$ cat src/rtl/usbf_wb_mem_req.sv
// WISHBONE slave to SSRAM word requester; partial-byte writes become read-modify-write.
// Latency: read/full write ack 3 cycles after strobe drive, RMW 6 cycles, plus arbiter wait.
// Backpressure: holds wreq/wadr/wdout/wwe stable until wack; optional timeout via USBF_WB_TIMEOUT_EN.
module usbf_wb_mem_req #(
  parameter int SSRAM_HADR = 14,
  parameter int TMO_CYC    = 255
) (
  input  logic                  phy_clk,
  input  logic                  rst,
  input  logic [SSRAM_HADR+2:0] wb_adr_i,
  input  logic [31:0]           wb_dat_i,
  input  logic [3:0]            wb_sel_i,
  input  logic                  wb_we_i,
  input  logic                  wb_stb_i,
  input  logic                  wb_cyc_i,
  output logic [31:0]           wb_dat_o,
  output logic                  wb_ack_o,
  output logic                  wb_err_o,
  output logic [SSRAM_HADR:0]   wadr,
  output logic [31:0]           wdout,
  input  logic [31:0]           wdin,
  output logic                  wwe,
  output logic                  wreq,
  input  logic                  wack
);

  typedef enum logic [2:0] {
    IDLE   = 3'd0,
    RD     = 3'd1,
    RMW_RD = 3'd2,
    WR     = 3'd3,
    ACK    = 3'd4
  } state_t;

  state_t              r_state, w_state_nxt;
  logic [SSRAM_HADR:0] r_wadr, w_wadr_nxt;
  logic [31:0]         r_wdout, w_wdout_nxt;
  logic                r_wwe, w_wwe_nxt;
  logic                r_wreq, w_wreq_nxt;
  logic [31:0]         r_dat_o, w_dat_o_nxt;
  logic                r_ack, w_ack_nxt;
  logic [3:0]          r_sel, w_sel_nxt;
  logic                r_gap, w_gap_nxt;
  logic                r_drop, w_drop_nxt;
  logic                w_done;
  logic                w_tmo;
  logic                w_clr_cnt;
  logic                w_unused;

  // wack only counts while our own request is outstanding
  assign w_done = r_wreq & wack;

`ifdef USBF_WB_TIMEOUT_EN
  logic [7:0] r_cnt;
  logic       r_err;

  // Abort on the edge where the waiting-cycle count would reach TMO_CYC
  assign w_tmo    = r_wreq & ~wack & (r_cnt == 8'(TMO_CYC - 1));
  assign wb_err_o = r_err;
  assign w_unused = ^wb_adr_i[1:0];

  // Waiting-cycle counter, restarted whenever a new memory request begins
  always_ff @(posedge phy_clk or negedge rst) begin
    if (!rst) begin
      r_cnt <= 8'd0;
      r_err <= 1'b0;
    end else begin
      r_err <= w_tmo;
      if (w_clr_cnt)
        r_cnt <= 8'd0;
      else if (r_wreq & ~wack)
        r_cnt <= r_cnt + 8'd1;
    end
  end
`else
  assign w_tmo    = 1'b0;
  assign wb_err_o = 1'b0;
  assign w_unused = ^{wb_adr_i[1:0], w_clr_cnt, 8'(TMO_CYC)};
`endif

  // Next-state and next-output logic; every registered output is computed here
  always_comb begin
    w_state_nxt = r_state;
    w_wadr_nxt  = r_wadr;
    w_wdout_nxt = r_wdout;
    w_wwe_nxt   = r_wwe;
    w_wreq_nxt  = r_wreq;
    w_dat_o_nxt = r_dat_o;
    w_ack_nxt   = 1'b0;
    w_sel_nxt   = r_sel;
    w_gap_nxt   = r_gap;
    w_drop_nxt  = r_drop | ~wb_cyc_i;
    w_clr_cnt   = 1'b0;

    unique case (r_state)
      IDLE: begin
        w_drop_nxt = 1'b0;
        w_gap_nxt  = 1'b0;
        if (wb_cyc_i & wb_stb_i) begin
          w_wadr_nxt  = wb_adr_i[SSRAM_HADR+2:2];
          // For RMW the write data parks in wdout until the merge overwrites it
          w_wdout_nxt = wb_dat_i;
          w_wreq_nxt  = 1'b1;
          w_clr_cnt   = 1'b1;
          if (!wb_we_i) begin
            w_wwe_nxt   = 1'b0;
            w_state_nxt = RD;
          end else if (wb_sel_i == 4'hF) begin
            w_wwe_nxt   = 1'b1;
            w_state_nxt = WR;
          end else begin
            w_wwe_nxt   = 1'b0;
            w_sel_nxt   = wb_sel_i;
            w_state_nxt = RMW_RD;
          end
        end
      end
      RD: begin
        if (w_done) begin
          w_dat_o_nxt = wdin;
          w_wreq_nxt  = 1'b0;
          w_ack_nxt   = ~w_drop_nxt;
          w_state_nxt = w_drop_nxt ? IDLE : ACK;
        end
      end
      RMW_RD: begin
        if (w_done) begin
          for (int n = 0; n < 4; n++)
            w_wdout_nxt[8*n +: 8] = r_sel[n] ? r_wdout[8*n +: 8] : wdin[8*n +: 8];
          // One idle cycle on wreq before the write request, handled in WR
          w_wreq_nxt  = 1'b0;
          w_gap_nxt   = 1'b1;
          w_clr_cnt   = 1'b1;
          w_state_nxt = WR;
        end
      end
      WR: begin
        if (r_gap) begin
          w_gap_nxt  = 1'b0;
          w_wreq_nxt = 1'b1;
          w_wwe_nxt  = 1'b1;
        end else if (w_done) begin
          w_wreq_nxt  = 1'b0;
          w_wwe_nxt   = 1'b0;
          w_ack_nxt   = ~w_drop_nxt;
          w_state_nxt = w_drop_nxt ? IDLE : ACK;
        end
      end
      ACK: begin
        w_state_nxt = IDLE;
      end
      default: begin
        w_state_nxt = IDLE;
      end
    endcase

    if (w_tmo) begin
      w_wreq_nxt  = 1'b0;
      w_wwe_nxt   = 1'b0;
      w_gap_nxt   = 1'b0;
      w_ack_nxt   = 1'b0;
      w_state_nxt = IDLE;
    end
  end

  // State and output registers
  always_ff @(posedge phy_clk or negedge rst) begin
    if (!rst) begin
      r_state <= IDLE;
      r_wadr  <= '0;
      r_wdout <= 32'd0;
      r_wwe   <= 1'b0;
      r_wreq  <= 1'b0;
      r_dat_o <= 32'd0;
      r_ack   <= 1'b0;
      r_sel   <= 4'd0;
      r_gap   <= 1'b0;
      r_drop  <= 1'b0;
    end else begin
      r_state <= w_state_nxt;
      r_wadr  <= w_wadr_nxt;
      r_wdout <= w_wdout_nxt;
      r_wwe   <= w_wwe_nxt;
      r_wreq  <= w_wreq_nxt;
      r_dat_o <= w_dat_o_nxt;
      r_ack   <= w_ack_nxt;
      r_sel   <= w_sel_nxt;
      r_gap   <= w_gap_nxt;
      r_drop  <= w_drop_nxt;
    end
  end

  assign wb_dat_o = r_dat_o;
  assign wb_ack_o = r_ack;
  assign wadr     = r_wadr;
  assign wdout    = r_wdout;
  assign wwe      = r_wwe;
  assign wreq     = r_wreq;

endmodule

$ cat config.mk
export PLATFORM = sky130hd
export DESIGN_NAME = usbf_wb_mem_req
export DESIGN_NICKNAME = d
export VERILOG_FILES = /design/src/rtl/usbf_wb_mem_req.sv
export SDC_FILE = /design/constraint.sdc
export NUM_CORES = 1
export LEC_CHECK = 0
export CAP_MARGIN = 20
export CORE_MARGIN = 3
export CORE_UTILIZATION = 43
export CTS_CLUSTER_SIZE = 24
export DETAILED_ROUTE_END_ITERATION = 12
export PLACE_DENSITY = 0.9
export REMOVE_ABC_BUFFERS = 1
export SLEW_MARGIN = 30
export SYNTH_ARGS = -nofsm -noshare
export SYNTH_HDL_FRONTEND = slang
export SYNTH_SLANG_ARGS = --single-unit
$ cat constraint.sdc
create_clock -name phy_clk -period 1.9 [get_ports phy_clk]
set_input_delay 0.38 -clock phy_clk [delete_from_list [all_inputs] [get_ports phy_clk]]
set_output_delay 0.38 -clock phy_clk [all_outputs]
set_load 0.03 [all_outputs]
After elaboration in Yosys (flattened, before gate mapping)
Cells that the tools add are included.
{"block": "classes", "n_bitwise": 6, "n_shift": 0, "n_lt_le_gt_ge": 0, "div": 0, "n_reduce_logical": 18, "muxes": 31, "mul": 0, "addsub": 0, "n_eq_ne": 12}
{"cell": "32-bit two-way mux", "n": 2}
{"cell": "32-bit case mux with 2 select lines", "n": 1}
{"cell": "8-bit two-way mux", "n": 4}
{"cell": "4-bit AND reduction", "n": 5}
{"cell": "3-bit two-way mux", "n": 5}
{"cell": "2-bit != test, second input constant", "n": 7}
{"cell": "1-bit two-way mux", "n": 13}
{"cell": "3-bit case mux with 4 select lines", "n": 1}
{"cell": "2-bit AND reduction", "n": 4}
{"cell": "3-bit by 2-bit == test with 1-bit output, second input constant", "n": 2}
{"cell": "1-bit case mux with 2 select lines", "n": 3}
{"cell": "3-bit AND reduction", "n": 2}
{"cell": "2-bit nonzero test", "n": 3}
{"cell": "4-bit == test, second input constant", "n": 1}
{"cell": "2-bit OR reduction", "n": 2}
{"cell": "3-bit by 1-bit == test with 1-bit output, second input constant", "n": 1}
{"cell": "3-bit zero test", "n": 1}
{"cell": "3-bit != test, second input constant", "n": 1}
{"cell": "1-bit inverter", "n": 3}
{"cell": "1-bit case mux with 3 select lines", "n": 1}
{"cell": "3-bit nonzero test", "n": 1}
{"cell": "1-bit bitwise AND", "n": 2}
{"cell": "2-bit two-way mux", "n": 1}
{"cell": "1-bit bitwise OR", "n": 1}
{"block": "totals", "mem_bits_ro": 0, "ram_bits": 0, "latch_bits": 0, "reg_bits": 91, "in_bits": 91, "mem_count": 0}

Longest topological paths before layout
Gate-level depths: netlist (run 1).
{"block": "depth", "depth_word": 6, "mapped_depth": 7}

Worst setup path before layout (run 1)
No wires, ideal clock.
{"block": "synth_path", "path_kind": "reg2reg", "start": "register r_wreq, in the netlist wreq", "end": "register r_wdout[0], in the netlist wdout[0]", "setup_slack_ns": 0.160, "required_ns": 1.775, "t_arrival_ns": 1.615, "n_path_buf": 0, "stages_incl_launch_ff": 5, "period_less_slack_ns": 1.740, "cell_sequence": "dfrtp_1 -> and3b_1 -> nand2_1 -> o21ai_2 -> mux2_2"}
{"block": "synth_between", "elab_chain_cells": 3}
{"element": "start, declared", "line_no": "39", "source": "logic r_wreq, w_wreq_nxt;"}
{"element": "start signal, assigned", "line_no": "184", "source": "r_wreq <= w_wreq_nxt;"}
{"element": "1-bit bitwise AND", "line_no": "51", "source": "assign w_done = r_wreq & wack;"}
{"element": "2-bit != test (no source line)"}
{"element": "4-bit AND reduction (no source line)"}
{"element": "end signal, assigned", "line_no": "182", "source": "r_wdout <= w_wdout_nxt;"}
{"element": "end, declared", "line_no": "37", "source": "logic [31:0] r_wdout, w_wdout_nxt;"}
No other way between the ends.
A chain may end at the register's enable or synchronous reset.

Worst setup path in the final report (run 1)
{"block": "layout_path", "start": "register r_state[1]", "end": "register r_wdout[14], in the netlist wdout[14]"}
{"block": "layout_between", "elab_chain_cells": 3, "elab_cells_between_ends": 8, "cone_classes": "eq/ne: 4; mux: 1; reduce/logical: 3"}
{"element": "start, declared", "line_no": "35", "source": "state_t r_state, w_state_nxt;"}
{"element": "start signal, assigned", "line_no": "180", "source": "r_state <= w_state_nxt;"}
{"element": "3-bit by 2-bit == test with 1-bit output or 3-bit zero test (tied branches)", "line_no": "95", "source": "unique case (r_state)"}
{"element": "2-bit != test (no source line) or 2-bit nonzero test (tied branches)"}
{"element": "4-bit AND reduction (no source line)"}
Parallel ways exist; a longest one is shown, timed or not.

==> impl_metrics.csv, run 1 <==
group,metric,value,unit
sta,fin_setup_tns,0,ns
worst_setup_path,worstPathArrival,2.07,ns
route,drt-vias-per-instance,4.87,
sta,setup_viol,0,
clock_network,clkTransAtPathRegs,0.08,ns
yosys,synth-edff-count,0,
worst_hold_path,worstHoldPathCells,2,
floorplan,coreArea,9240,um2
pwr,vdd_drop_max,0.726,mV
pwr,leakagePower,2.90,nW
floorplan,die-area,10800,um2
worst_setup_path,worstSetupEndpointType,"register",
route,drc,0,
clock_network,post_cts_buffers,0,
clock_network,clkSinkCount,91,
final_layout,layout_common_cells,"clkdlybuf4s50_1, dfrtp_1, mux2_2",
final_layout,syn_to_final_growth,53.7,%
route,wl,10.3,mm
yosys,yosysUniqueCellTypes,29,
worst_setup_path,cp.depth,5,
sta,period_minus_slack,1.84,ns
route,drt-wirelength-per-cell,16.6,um
route,met1_length,4.09,mm
route,ant_nets,0,
route,dr_total_vias,3015,
route,drt_first_pass_iters,5,
pwr,power_density,1350,nW/um2
worst_setup_path,path_class,"reg -> reg",
final_layout,finalInstanceArea,6310,um2
yosys,yosys_warnings,0,
worst_setup_path,timing.rr.end,"wdout[14]",
place,place_area,6090,um2
run,drv_cap,0,
sta,drv_slew,0,
worst_setup_path,slowest_stage,"dfrtp_1",
clock_network,max-clock-path-buffers,2,
worst_setup_path,cp.required,2.13,ns
status,status,"completed",
global_route,grt_max_degree,48,
worst_setup_path,path_buf_inv,1,
floorplan,initial_core_util,0.444,
yosys,ys.flop_type,"dfrtp_1",
place,gp_congestion,0.828,
clock_network,cts_tree,"done",
global_route,grt_pass1_vias,3327,
worst_setup_path,critPathMaxFanout,8,
sta,hold_violations,0,
floorplan,io_pins,174,
floorplan,fp.dieH,104,um
clock_network,clock_latency,0.34,ns
final_layout,antenna_cells,0,
route,top_layer,"met4",
global_route,antenna_found_initial,0,
worst_setup_path,r2r_cells,5,
final_layout,finalCoreUtilization,0.683,
route,met3_length,850,um
yosys,yosysSeqAreaShare,0.555,
worst_setup_path,crit_family,"simple AND/OR/NAND/NOR gates",
final_layout,layout_commonest_cell,"clkdlybuf4s50_1",
yosys,synth-seq-cells,91,
worst_setup_path,crit_chain,"nor3_1 -> nand3_2 -> o21ai_2 -> buf_12 -> mux2_2",
clock_network,htree_num_levels,3,
floorplan,rows,35,
worst_setup_path,startpoint_type,"register",
worst_hold_path,hold_end,"wadr[11]",
yosys,syn_inst,299,
sta,rsz0062_at_grt,"false",
worst_hold_path,hold_path.class,"reg -> reg",
route,first_iter_violations,102,
clock_network,numCtsBuffers,9,
final_layout,nNetsFinal,576,
global_route,grt_pass1_wl,16.8,mm
place,dp_hpwl,7.91,mm
floorplan,die_x,104,um
worst_setup_path,rrSetupSlack,0.06,ns
worst_hold_path,hp-start,"wadr[11]",
worst_setup_path,worst_path_largest_cell_delay,0.45,ns
yosys,async_reset_ff_frac,1.00,
global_route,grt_overflow,0,
clock_network,cts_root_buf,"clkbuf_8",
global_route,grtUsageTotal,0.194,
route,routed-wl-met2,5.18,mm
sta,post-route-period-util,0.968,
worst_setup_path,setup.worst_path.start,"r_state[1]",
yosys,syn_area,4100,um2
final_layout,layout-drive-gt1-share,0.288,
sta,skew,0.0133,ns
worst_setup_path,regToRegStartpoint,"r_state[1]",
yosys,avgSynthCellArea,13.7,um2
place,place.port_buffers,170,
sta,max_freq,544,MHz
per-layer routing:
layer	track usage	vias up
met4	0.0598	0
met3	0.0685	14
met2	0.337	132
met5	0	-
li1	-	1407
met1	0.225	1462
layout make-up:
type / count / area, um2
Inverter: 4 / 15.0
Clock buffer: 13 / 159
Fill cell: 676 / 2930
Clock inverter: 3 / 46.3
Tap cell: 129 / 161
Sequential cell: 91 / 2280
Multi-Input combinational cell: 190 / 1700
Timing Repair Buffer: 189 / 1950
what timing repair did:
item                                    4_1_cts  5_1_grt
gates resized for setup                       0        2
hold endpoints to repair                     22        0
hold buffers                                  1        0
endpoints found under the setup margin        0       26
logic make-up after synthesis:
logic type             synth area share
flip-flops                        0.555
AND/OR/NAND/NOR                  0.0851
AO/OA/AOI/OAI                    0.0226
other                          0.000914
buffers and inverters            0.0311
multiplexers                      0.305
through the flow:
step                cells  setup WS, ns  hold slack (ns)  power (mW)
global placement      602        -0.199            0.366        7.10
floorplan             285        -0.428           0.0844        5.40
finish                619        0.0604            0.480        8.51
CTS                   619       0.00216            0.481        8.60
detailed placement    602        -0.226            0.369        7.24
global route          619       0.00579            0.496        8.91
worst max path at each step:
stage,end,slack [ns]
floorplan,wb_dat_o[0],-0.43
global placement,wdout[9],-0.20
detailed placement,wdout[14],-0.23
CTS,wreq,0.002
global route,wdout[9],0.006
finish,wdout[14],0.06
Yosys cell counts, drive strengths merged (2+ instances only):
cell | count | area, um2
a31oi | 3 | 18.8
mux2 | 100 | 1250
inv | 4 | 15.0
nand3 | 7 | 40.0
a21oi | 3 | 15.0
dfrtp | 91 | 2280
buf | 13 | 109
nor4 | 3 | 33.8
nor2 | 4 | 15.0
nand2 | 53 | 199
o21ai | 7 | 50.0
nand4 | 2 | 12.5
where the power goes:
part / internal, mW / switching, mW / total, mW
Sequential: 2.57 / 0.343 / 2.91
Clock: 0.685 / 0.655 / 1.34
Combinational: 2.08 / 2.18 / 4.26
Total: 5.34 / 3.17 / 8.51
state kept, by name, summed over array words and instances, names as in the netlist:
register and flops:
wadr 15, wwe 1, r_sel 4, wdout 32
wb_ack_o 1, wreq 1, r_gap 1, r_drop 1
r_state 3, wb_dat_o 32
worst min-delay path, stage by stage, from the launching register on:
cell and delay (ns):
dfrtp_1 0.34, nand2_1 0.05, nand2_1 0.06
Power figures use the tool's default switching activity.
==> inputs of run 2 (changes only) <==
CELL_PAD_IN_SITES_DETAIL_PLACEMENT = 1   (was not set)
CELL_PAD_IN_SITES_GLOBAL_PLACEMENT = 1   (was not set)
CORE_UTILIZATION = 36   (was 43)
PLACE_DENSITY = 0.95   (was 0.9)
clock period = 2.21 ns   (was 1.9 ns; I/O delays follow)
==> run 2 against run 1 <==
  * Global-route usage barely moved
  * First-iteration DRC count fell by 11%
  * Routed wire length rose by 16%
==> impl_metrics.csv, run 2 (synthesis results as in run 1) <==
group,metric,value,unit
pwr,power_density,1240,nW/um2
final_layout,antenna_cells,0,
route,drt_first_pass_iters,4,
worst_setup_path,startpoint_type,"register",
worst_setup_path,r2r_cells,5,
global_route,grt_pass1_wl,19.5,mm
global_route,grt_pass1_vias,3636,
place,place.port_buffers,170,
worst_setup_path,rrSetupSlack,0.15,ns
route,met3_length,881,um
worst_setup_path,worstSetupEndpointType,"register",
route,routed-wl-met2,6.42,mm
sta,setup_viol,0,
floorplan,die-area,12700,um2
worst_setup_path,path_class,"reg -> reg",
clock_network,ctsHoldBuffers,0,
route,ant_nets,0,
place,gp_congestion,0.805,
final_layout,syn_to_final_growth,54.6,%
floorplan,die_x,113,um
clock_network,clkTransAtPathRegs,0.07,ns
sta,period_minus_slack,2.06,ns
worst_setup_path,regToRegStartpoint,"r_state[1]",
sta,skew,0.0123,ns
final_layout,final_cell_count_no_fill,624,
sta,rsz0062_at_grt,"false",
global_route,grt_max_degree,52,
clock_network,cts_root_buf,"clkbuf_16",
worst_setup_path,crit_path_end,"wdout[20]",
worst_hold_path,hold_path.class,"in -> async",
clock_network,cts_tree,"done",
pwr,leakagePower,2.89,nW
route,first_iter_violations,91,
clock_network,post_cts_buffers,0,
worst_setup_path,timing.rr.end,"wdout[20]",
sta,slew_headroom,0.633,
floorplan,initial_core_util,0.374,
sta,post-route-period-util,0.933,
route,drt-vias-per-instance,4.91,
place,dpl.cell_count,608,
floorplan,io_pins,174,
route,drt-wirelength-per-cell,19.2,um
floorplan,coreArea,11000,um2
clock_network,cts_resized,0,
route,wl,12.0,mm
route,met1_length,4.52,mm
sta,hold_violations,0,
floorplan,fp.dieH,113,um
worst_setup_path,critPathMaxFanout,10,
final_layout,nNetsFinal,570,
clock_network,clock_latency,0.34,ns
global_route,grtUsageTotal,0.194,
pwr,vdd_drop_max,0.629,mV
status,status,"completed",
sta,worstMarginPinSlew,0.551,ns
clock_network,max-clock-path-buffers,2,
final_layout,finalCoreUtilization,0.578,
route,dr_total_vias,3061,
final_layout,layout_commonest_cell,"clkdlybuf4s50_1",
floorplan,rows,38,
route,drc,0,
final_layout,layout-drive-gt1-share,0.279,
global_route,antenna_found_initial,0,
worst_setup_path,worstPathArrival,2.27,ns
clock_network,numCtsBuffers,9,
sta,max_freq,485,MHz
sta,drv_slew,0,
final_layout,layout_common_cells,"clkdlybuf4s50_1, dfrtp_1, mux2_2",
run,drv_cap,0,
worst_setup_path,cp.required,2.42,ns
worst_setup_path,setup.worst_path.start,"r_state[1]",
global_route,grt_overflow,0,
route,top_layer,"met4",
clock_network,clkSinkCount,91,
place,dp_hpwl,9.11,mm
clock_network,htree_num_levels,3,
## run 2: how the worst min path moves through the flow
stage,to,start,depth (start not counted)
after floorplan,r_drop,rst,0
after global placement,wdout[16],rst,1
after detailed placement,wb_dat_o[16],rst,1
after CTS,wadr[7],rst,1
after global routing,wb_dat_o[16],rst,1
final,wb_dat_o[16],rst,1
## run 2: power by group
part	switching, mW	internal [mW]	total [mW]
clock network	0.634	0.942	1.58
registers	0.336	2.23	2.57
logic	1.93	1.79	3.72
## run 2: stage by stage
stage / setup WS (ns) / TNS [ns] / total power, mW / cell area [um2] / hold slack [ns]
global placement: 0.0768 / 0 / 6.20 / 6040 / 0.456
CTS: 0.163 / 0 / 7.97 / 6340 / 0.114
finish: 0.148 / 0 / 7.87 / 6340 / 0.0956
detailed placement: 0.0380 / 0 / 6.36 / 6040 / 0.464
floorplan: -0.118 / -3.70 / 4.64 / 3990 / 0.146
global route: 0.0630 / 0 / 8.26 / 6340 / 0.137
## run 2: metal layers
metal,global-route usage,up-vias
met5,0,-
met4,0.0449,0
met3,0.0663,14
met2,0.360,114
met1,0.213,1532
li1,-,1401
## run 2: cell type report
class | count | area, um2
Fill cell | 1124 | 4640
Sequential cell | 91 | 2280
Timing Repair Buffer | 183 | 1870
Multi-Input combinational cell | 190 | 1700
Clock buffer | 13 | 260
Tap cell | 140 | 175
Clock inverter | 3 | 46.3
Inverter | 4 | 15.0
## run 2: critical path, stage by stage, from the launching register on
cell	delay [ns]
dfrtp_1	0.52
nor3_1	0.41
nand3_1	0.34
o21ai_2	0.19
buf_12	0.15
mux2_2	0.33
==> inputs of run 3 (changes only) <==
SLEW_MARGIN = 20   (was 30)
==> results of run 3 <==
Same layout as run 2: the final DEF is identical, and so are final timing and power.
